### src/rtl/track_map_gen.sv
// Obstacle-map column source for the 4-lane runner: one NCOL-column frame per accepted start.
// Optional feature macro SEED_LOAD_EN adds a runtime seed_load/seed port pair.
module track_map_gen #(
  parameter logic [15:0] SEED = 16'hACE1,
  parameter int          NCOL = 64
) (
  input  logic        clk,
  input  logic        rst_n,
  input  logic        start,
`ifdef SEED_LOAD_EN
  input  logic        seed_load,
  input  logic [15:0] seed,
`endif
  output logic        busy,
  output logic        in_valid,
  output logic [1:0]  init,
  output logic [1:0]  in0,
  output logic [1:0]  in1,
  output logic [1:0]  in2,
  output logic [1:0]  in3,
  output logic        done
);

  localparam logic [15:0]   SEED_DEF = 16'hACE1;
  localparam logic [15:0]   SEED_RST = (SEED == 16'h0000) ? SEED_DEF : SEED;
  localparam int            CW       = $clog2(NCOL);
  localparam logic [CW-1:0] COL_LAST = CW'(NCOL - 1);

  typedef enum logic [1:0] {IDLE = 2'd0, PREP = 2'd1, EMIT = 2'd2, DONE = 2'd3} state_t;

  function automatic logic [15:0] lfsr_step(input logic [15:0] v);
    return {v[14:0], v[15] ^ v[13] ^ v[12] ^ v[10]};
  endfunction

  // An all-road or all-train raw pattern is nudged so every block has 1..3 trains.
  function automatic logic [3:0] train_mask(input logic [15:0] v);
    logic [3:0] one;
    logic [3:0] m;
    one = 4'b0001 << v[5:4];
    case (v[3:0])
      4'h0:    m = one;
      4'hF:    m = ~one;
      default: m = v[3:0];
    endcase
    return m;
  endfunction

  function automatic logic [1:0] rnd3(input logic [1:0] b);
    return (b == 2'd3) ? 2'd0 : b;
  endfunction

  function automatic logic [1:0] first_free(input logic [3:0] m, input logic [1:0] s);
    logic [1:0] sel;
    logic [1:0] lane;
    logic       found;
    sel   = s;
    found = 1'b0;
    for (int i = 0; i < 4; i++) begin
      lane = s + 2'(i);
      if (!found && !m[lane]) begin
        sel   = lane;
        found = 1'b1;
      end
    end
    return sel;
  endfunction

  function automatic logic [1:0] lane_val(input logic [2:0] ph, input logic t, input logic [1:0] r);
    logic [1:0] v;
    case (ph)
      3'd0, 3'd1, 3'd3: v = t ? 2'd3 : 2'd0;
      3'd2:             v = t ? 2'd3 : rnd3(r);
      3'd4, 3'd6:       v = rnd3(r);
      default:          v = 2'd0;
    endcase
    return v;
  endfunction

  state_t        state_q, state_d;
  logic [CW-1:0] col_q, col_d;
  logic [3:0]    mask_q, mask_d, mask_now_s, mask_eff_s;
  logic [1:0]    lane0_q, lane0_d;
  logic [15:0]   lfsr_q, lfsr_d, seed_val_s;
  logic          load_s, start_ok_s, block_edge_s;
  logic          busy_q, busy_d, valid_q, valid_d, done_q, done_d;
  logic [1:0]    init_q, init_d;
  logic [7:0]    lanes_q, lanes_d;

`ifdef SEED_LOAD_EN
  assign load_s     = (state_q == IDLE) && seed_load;
  assign seed_val_s = (seed == 16'h0000) ? SEED_DEF : seed;
`else
  assign load_s     = 1'b0;
  assign seed_val_s = SEED_RST;
`endif

  assign start_ok_s   = (state_q == IDLE) && start && !load_s;
  assign mask_now_s   = train_mask(lfsr_q);
  // Blocks after the first take a fresh mask on the very column that opens them.
  assign block_edge_s = (state_q == EMIT) && (col_q[2:0] == 3'd0) && (col_q != {CW{1'b0}});
  assign mask_eff_s   = block_edge_s ? mask_now_s : mask_q;

  always_ff @(posedge clk or negedge rst_n) begin
    if (!rst_n) state_q <= IDLE;
    else        state_q <= state_d;
  end

  always_comb begin
    state_d = state_q;
    case (state_q)
      IDLE:    state_d = start_ok_s ? PREP : IDLE;
      PREP:    state_d = EMIT;
      EMIT:    state_d = (col_q == COL_LAST) ? DONE : EMIT;
      DONE:    state_d = IDLE;
      default: state_d = IDLE;
    endcase
  end

  always_comb begin
    col_d   = col_q;
    mask_d  = mask_q;
    lane0_d = lane0_q;
    case (state_q)
      PREP: begin
        col_d   = {CW{1'b0}};
        mask_d  = mask_now_s;
        lane0_d = first_free(mask_now_s, lfsr_q[7:6]);
      end
      EMIT: begin
        col_d  = (col_q == COL_LAST) ? {CW{1'b0}} : col_q + CW'(1);
        mask_d = mask_eff_s;
      end
      default: col_d = col_q;
    endcase
    if (state_q != IDLE) lfsr_d = lfsr_step(lfsr_q);
    else if (load_s)     lfsr_d = seed_val_s;
    else                 lfsr_d = lfsr_q;
  end

  always_comb begin
    valid_d = (state_q == EMIT);
    done_d  = (state_q == DONE);
    busy_d  = (state_d != IDLE);
    init_d  = 2'd0;
    lanes_d = 8'd0;
    if (valid_d) begin
      for (int k = 0; k < 4; k++) begin
        lanes_d[2*k +: 2] = lane_val(col_q[2:0], mask_eff_s[k], lfsr_q[2*k +: 2]);
      end
      init_d = (col_q == {CW{1'b0}}) ? lane0_q : 2'd0;
    end else begin
      lanes_d = 8'd0;
    end
  end

  always_ff @(posedge clk or negedge rst_n) begin
    if (!rst_n) begin
      col_q   <= {CW{1'b0}};
      mask_q  <= 4'd0;
      lane0_q <= 2'd0;
      lfsr_q  <= SEED_RST;
    end else begin
      col_q   <= col_d;
      mask_q  <= mask_d;
      lane0_q <= lane0_d;
      lfsr_q  <= lfsr_d;
    end
  end

  always_ff @(posedge clk or negedge rst_n) begin
    if (!rst_n) begin
      busy_q  <= 1'b0;
      valid_q <= 1'b0;
      done_q  <= 1'b0;
      init_q  <= 2'd0;
      lanes_q <= 8'd0;
    end else begin
      busy_q  <= busy_d;
      valid_q <= valid_d;
      done_q  <= done_d;
      init_q  <= init_d;
      lanes_q <= lanes_d;
    end
  end

  assign busy     = busy_q;
  assign in_valid = valid_q;
  assign done     = done_q;
  assign init     = init_q;
  assign in0      = lanes_q[1:0];
  assign in1      = lanes_q[3:2];
  assign in2      = lanes_q[5:4];
  assign in3      = lanes_q[7:6];

endmodule
### config.mk
export PLATFORM = sky130hd
export DESIGN_NAME = track_map_gen
export DESIGN_NICKNAME = d
export VERILOG_FILES = /design/src/rtl/track_map_gen.sv
export SDC_FILE = /design/constraint.sdc
export NUM_CORES = 1
export LEC_CHECK = 0
export CORE_ASPECT_RATIO = 1.25
export CORE_MARGIN = 5
export CORE_UTILIZATION = 50
export CTS_BUF_LIST = sky130_fd_sc_hd__clkbuf_16
export CTS_CLUSTER_DIAMETER = 40
export DETAILED_ROUTE_END_ITERATION = 16
export PLACE_DENSITY_LB_ADDON = 0.08
export SYNTH_ARGS = -nofsm -noshare
export SYNTH_HDL_FRONTEND = slang
export SYNTH_SLANG_ARGS = --single-unit
### constraint.sdc
create_clock -name clk -period 2.85 [get_ports clk]
set_input_delay 0.57 -clock clk [delete_from_list [all_inputs] [get_ports clk]]
set_output_delay 0.57 -clock clk [all_outputs]
set_load 0.01 [all_outputs]
Word level (Yosys, flattened, before mapping):

Cells that the tools add are included.

* register bits after elaboration: 43
* bits of input ports: 3
* output and inout port bits: 13
* logic and storage cells: 103

* add/sub/neg operators: 4
* $lt $le $gt $ge: 4
* equal/unequal tests: 14
* shift operators: 1
* muxes and demuxes: 44
* bitwise logic cells: 4
* reductions and logical operators: 22

Operator list (count)
* two-way mux 2 bit: 17
* one-hot mux 2 bit (3 select lines): 4
* one-hot mux 4 bit (2 select lines): 2
* equality test 2 bit, second input constant: 6
* less-than comparator 2 x 3 -> 1 bit, second input constant: 4
* two-way mux 1 bit: 12
* one-hot mux 6 bit (2 select lines): 1
* binary-select mux 1 bit (select 2 bit): 4
* two-way mux 8 bit: 1
* one-hot mux 2 bit (4 select lines): 1
* adder 6 x 1 -> 6 bit, second input constant: 1
* equality test 3 x 2 -> 1 bit, second input constant: 2
* equality test 3 bit, second input constant: 2
* equality test 6 bit, second input constant: 1
* logical AND 1 bit: 6
* zero test 1 bit: 6
* zero test 6 bit: 1
* two-way mux 6 bit: 1
* nonzero test 2 bit: 3
* nonzero test 6 bit: 1
* adder 2 bit, second input constant: 2
* equality test 4 bit, second input constant: 1
* zero test 4 bit: 1
* two-way mux 4 bit: 1
* 10 further kinds: 12

Logic depth before layout (Yosys ltp):

* depth after elaboration: 18
* gate-level depth with buffers: 8
* depth with buffers taken out: 7

Worst setup path after synthesis:

No wires, ideal clock.

* kind: register -> register
* start: reg lfsr_q[6]
* end: reg lane0_q[0]
* setup time: 0.133 ns
* data arrival time: 1.888 ns
* data required time: 2.717 ns
* slack: 0.829 ns
* cell stages (with the launch flop): 8
* buffers on the path: 1
* clock period less this slack: 2.021 ns
* cells stage by stage: dfstp_2 -> clkbuf_1 -> inv_1 -> ha_1 -> nor3_1 -> a211oi_1 -> o32ai_1 -> a31oi_1

* cells in the longest elaborated chain, start to end: 15
* elaborated cells on any way between the ends: 29
* classes of those cells: add/sub: 3; mux: 17; reduce/logical: 9

RTL lines
* start, declared: RTL line 83 `logic [15:0] lfsr_q, lfsr_d, seed_val_s;`
* start signal, assigned: RTL line 166 `lfsr_q <= lfsr_d;`
* branches (longest 14 deep; another with adder 2 x 1 -> 2 bit)
* two-way mux 2 bit *: RTL line 60 `if (!found && !m[lane]) begin`
* end signal, assigned: RTL line 165 `lane0_q <= lane0_d;`
* end, declared: RTL line 82 `logic [1:0] lane0_q, lane0_d;`

Every way passes the cells marked *. The select of a mux whose other input is x is not followed.
A chain may end at the register's enable or synchronous reset.

Worst setup path after layout:

* start: reg col_q[1]
* end: reg lanes_q[7]

* cells in the longest elaborated chain, start to end: 7
* elaborated cells on any way between the ends: 16
* classes of those cells: eq/ne: 5; mux: 5; reduce/logical: 6

RTL lines
* start, declared: RTL line 80 `logic [CW-1:0] col_q, col_d;`
* start signal, assigned: RTL line 158 `col_q <= {CW{1'b0}};`
* start signal, assigned: RTL line 163 `col_q <= col_d;`
* zero test 3 bit: RTL line 70, 100
* logical AND 1 bit (2 in series): RTL line 100 `assign block_edge_s = (state_q == EMIT) && (col_q[2:0] == 3'd0) && (col_q != {CW{1'b0}});`
* two-way mux 4 bit: RTL line 101 `assign mask_eff_s = block_edge_s ? mask_now_s : mask_q;`
* two-way mux 2 bit (on tied branches): RTL line 72, 71
* one-hot mux 2 bit (3 select lines) *: RTL line 70 `case (ph)`
* two-way mux 8 bit *: RTL line 146 `if (valid_d) begin`
* named net lanes_d[7]: RTL line 87 `logic [7:0] lanes_q, lanes_d;`
* end signal, assigned: RTL line 182 `lanes_q <= lanes_d;`
* end, declared: RTL line 87

Mark *: on every way through the listed nets, which the timed path passes. The rest lies on a longest branch.

==> summary.md <==
| Metric | Value |
|---|---|
| Critical Setup Path Class | `flip-flop to flip-flop` |
| VDD IR max | `403 uV` |
| Final period util | `73.5%` |
| DRT antenna net count | `0` |
| Standard-cell rows | `27` |
| Async set-reset flop share out of synthesis | `100%` |
| Die area | `roughly 6000 um2` |
| Die X | `70.2 um` |
| Critical Path AT | `2.21 ns` |
| Seq/Total Area, Yosys | `roughly 48%` |
| Register Area | `1090 um2` |
| Power density over the cells | `457 nW/um2` |
| Crit-path max cell delay | `0.86 ns` |
| Max Cap Viol | `0` |
| Leakage | `1.11 nW` |
| Worst-path fanout max | `9` |
| Fill cell count | `393` |
| Clk pwr share | `46.6%` |
| Root Buffer | `clkbuf_16` |
| Setup Fix Bufs, Post-CTS | `0` |
| YS warnings | `0` |
| Final Critical Period | `2.09 ns` |
| EDFF count, synth | `0` |
| R2r setup slk | `roughly 0.76 ns` |
| Switching power | `0.234 mW` |
| Achievable Freq | `about 480 MHz` |
| RePlAce Congestion | `0.834` |
| Post-Syn Area | `2260 um2` |
| Core Util, Final | `58.2%` |
| Detail Placement HPWL | `2940 um` |
| Measured slew at the worst slew-check pin | `0.985 ns` |
| Status | `finished clean` |
| Cells after Synth | `roughly 220` |
| Clk pin slew, worst setup/hold paths | `0.06 ns` |
| GR Util All Layers | `15.1%` |
| Worst min path class | `input pin to async pin` |
| P_int | `0.935 mW` |
| DR vias | `1,584` |
| First-pass GRT wire length | `7240 um` |
| DR WL/cell | `14.4 um` |
| R2r endpoint | `lanes_q[7]` |
| Worst reg2reg startpoint | `col_q[1]` |
| Initial antenna violation count | `0` |
| Largest net degree at the start of global routing | `44` |
| Number of remaining DRC errors | `0` |
| NumNets Final | `238` |
| Main synth FF type | `dfrtp_1` |
| Sum Neg Setup Slack | `0 ns` |
| PortBufs | `15` |
| Initial core utilization | `51.5%` |
| Endpoint type of the worst setup path | `flip-flop` |
| Multi-input gate area | `around 1100 um2` |
| Unique masters post-synth | `between 40 and 50` |
| Clk Latency, worst-skew pair | `0.28 ns` |
| Placed Area | `2410 um2` |
| CTS tree | `done` |
| Critical Path Source | `col_q[1]` |
| DRT iter0 DRCs | `91` |
| Core area | `4390 um2` |
| Avg Inst Size Synth | `around 11 um2` |
| Io pins | `16` |
| Clock net sink count | `43` |
| Commonest non-fill, non-tap cell in the layout | `dfrtp_1` |
| Layout cells sized above 1 | `between 10% and 20%` |
| # H-tree levels | `2` |
| Vias in the first global route | `1,616` |
| Pins Over Slew Limit | `0` |
| Area Growth Syn to Fin | `13.0%` |
| Sequential Power Share | `52.3%` |
| Hold Buf Count CTS | `0` |
| Post-DR vias/cell | `5.60` |
| Drt first pass iters | `4` |
| Synthesized flop and latch total | `between 40 and 50` |
| WL final | `4070 um` |
| RSZ-0062 raised after global routing | `false` |
| CTS Buf Count | `5` |
| # setup viols final | `0` |
| Grt ovf | `0` |
| Hold Fails Final Rpt | `0` |
| Clk buf depth | `2` |
| Design area | `around 2600 um2` |
| Comb power frac | `1.1%` |
| Inserted Diodes | `0` |
| CP Launch Type | `flip-flop` |
| Crit-path cells | `inv_1, ha_1, a21o_1, o31ai_1, a21oi_1` |
| Die height | `85.2 um` |
| Clk_skew | `0.00523 ns` |
| Max-slew headroom | `roughly 34%` |
| Worst Reg2Reg Path Length in Cells | `5` |
| Critical path's slowest cell | `o31ai_1` |
| Syn nets | `229` |
| Most frequent cells in the layout | `dfrtp_1, nand2_1, mux2_2` |
| Sw frac | `20.0%` |
| Crit path required time | `between 2 and 3 ns` |
| PostCTS Resize Cnt | `0` |
==> worst max-delay path: cells and delay by family, from the launching register on <==
family	cells	cell delay [ns]
compound gates	3	1.23
flops	1	0.40
fa+ha+maj	1	0.20
buf+inv	1	0.10
==> cells by family (layout without fill, tap and decap cells) <==
logic type,count (synthesis),after routing,synth area share (%)
muxes,22,22,10.7
and+or+nand+nor,64,64,15.8
DFF,43,43,48.0
AOI/OAI and AO/OA,50,50,13.7
xor gates and xnor gates,3,3,1.16
buffers and inverters,22,32,4.54
adders and majority gates,11,11,6.08
==> cell type report <==
cell class / count / share of cell area [%]
multi-input combinational: 150 / 42.0
inverter: 9 / 1.32
clock inverter: 3 / 0.783
timing repair buffer: 15 / 5.68
clock buffer: 5 / 4.89
sequential: 43 / 42.5
tap: 58 / 2.84
==> per-layer routing <==
layer | vias to the layer above | GRT usage [%] | routed length [um]
li1 | 777 | - | -
met3 | 8 | 3.20 | 118
met5 | - | 0 | 0
met4 | 0 | 7.32 | 72
met2 | 20 | 26.5 | 2100
met1 | 779 | 17.4 | 1780
==> cell usage after synthesis, types with 2 or more instances <==
library cell  count  area [um2]
nor2_1            8        30.0
ha_1             11         138
o31ai_1           2        15.0
buf_6             2        22.5
mux2_2           18         203
and2_1            2        12.5
dfstp_2           8         210
xnor2_1           3        26.3
o22ai_1           2        12.5
nand2_1          20        75.1
a21boi_0          2        15.0
mux2i_1           4        40.0
nand3b_1          5        37.5
and3_1            2        12.5
a211oi_1          3        22.5
a21oi_1          12        60.1
clkbuf_1          7        26.3
nand4b_1          2        17.5
o21ai_0          14        70.1
nand3_1           7        35.0
dfrtp_1          35         876
a31oi_1           5        31.3
nor2b_1           4        25.0
nand4_1           2        12.5
inv_1             9        33.8
buf_2             4        20.0
nand2b_1          2        12.5
nor3_1            4        20.0
==> registers in the layout (all words and copies together), names as in the netlist <==
| name | flops |
|---|---|
| busy | 1 |
| col_q | 6 |
| done | 1 |
| in_valid | 1 |
| init | 2 |
| lane0_q | 2 |
| lanes_q | 8 |
| lfsr_q | 16 |
| mask_q | 4 |
| state_q | 2 |
==> power groups by stage <==
stage / Clock (mW) / Sequential (mW) / Combinational, mW
2_1_floorplan: 0 / 0.622 / 0.00000762
5_1_grt: 0.591 / 0.611 / 0.0160
4_1_cts: 0.562 / 0.611 / 0.0140
3_3_place_gp: 0 / 0.622 / 0.0136
3_5_place_dp: 0 / 0.622 / 0.0139
6_report: 0.545 / 0.611 / 0.0129
==> stage by stage <==
step | setup WS [ns] | cells | hold slack (ns) | total power, mW
finish | 0.756 | 283 | 0.425 | 1.17
global route | 0.521 | 283 | 0.518 | 1.22
CTS | 0.766 | 283 | 0.463 | 1.19
detailed placement | 0.790 | 275 | 0.482 | 0.636
global placement | 0.797 | 275 | 0.472 | 0.635
floorplan | 0.829 | 215 | 0.274 | 0.622
==> worst max path at each step <==
| stage | endpoint | slack, ns | cells after the start |
|---|---|---|---|
| 6_report | lanes_q[7] | 0.76 | 5 |
| 3_3_place_gp | lanes_q[2] | 0.80 | 5 |
| 2_1_floorplan | lane0_q[0] | 0.83 | 7 |
| 3_5_place_dp | lanes_q[4] | 0.79 | 5 |
| 5_1_grt | lanes_q[5] | 0.52 | 5 |
| 4_1_cts | lanes_q[5] | 0.77 | 5 |
No activity file was read; power rests on OpenSTA's default activity.
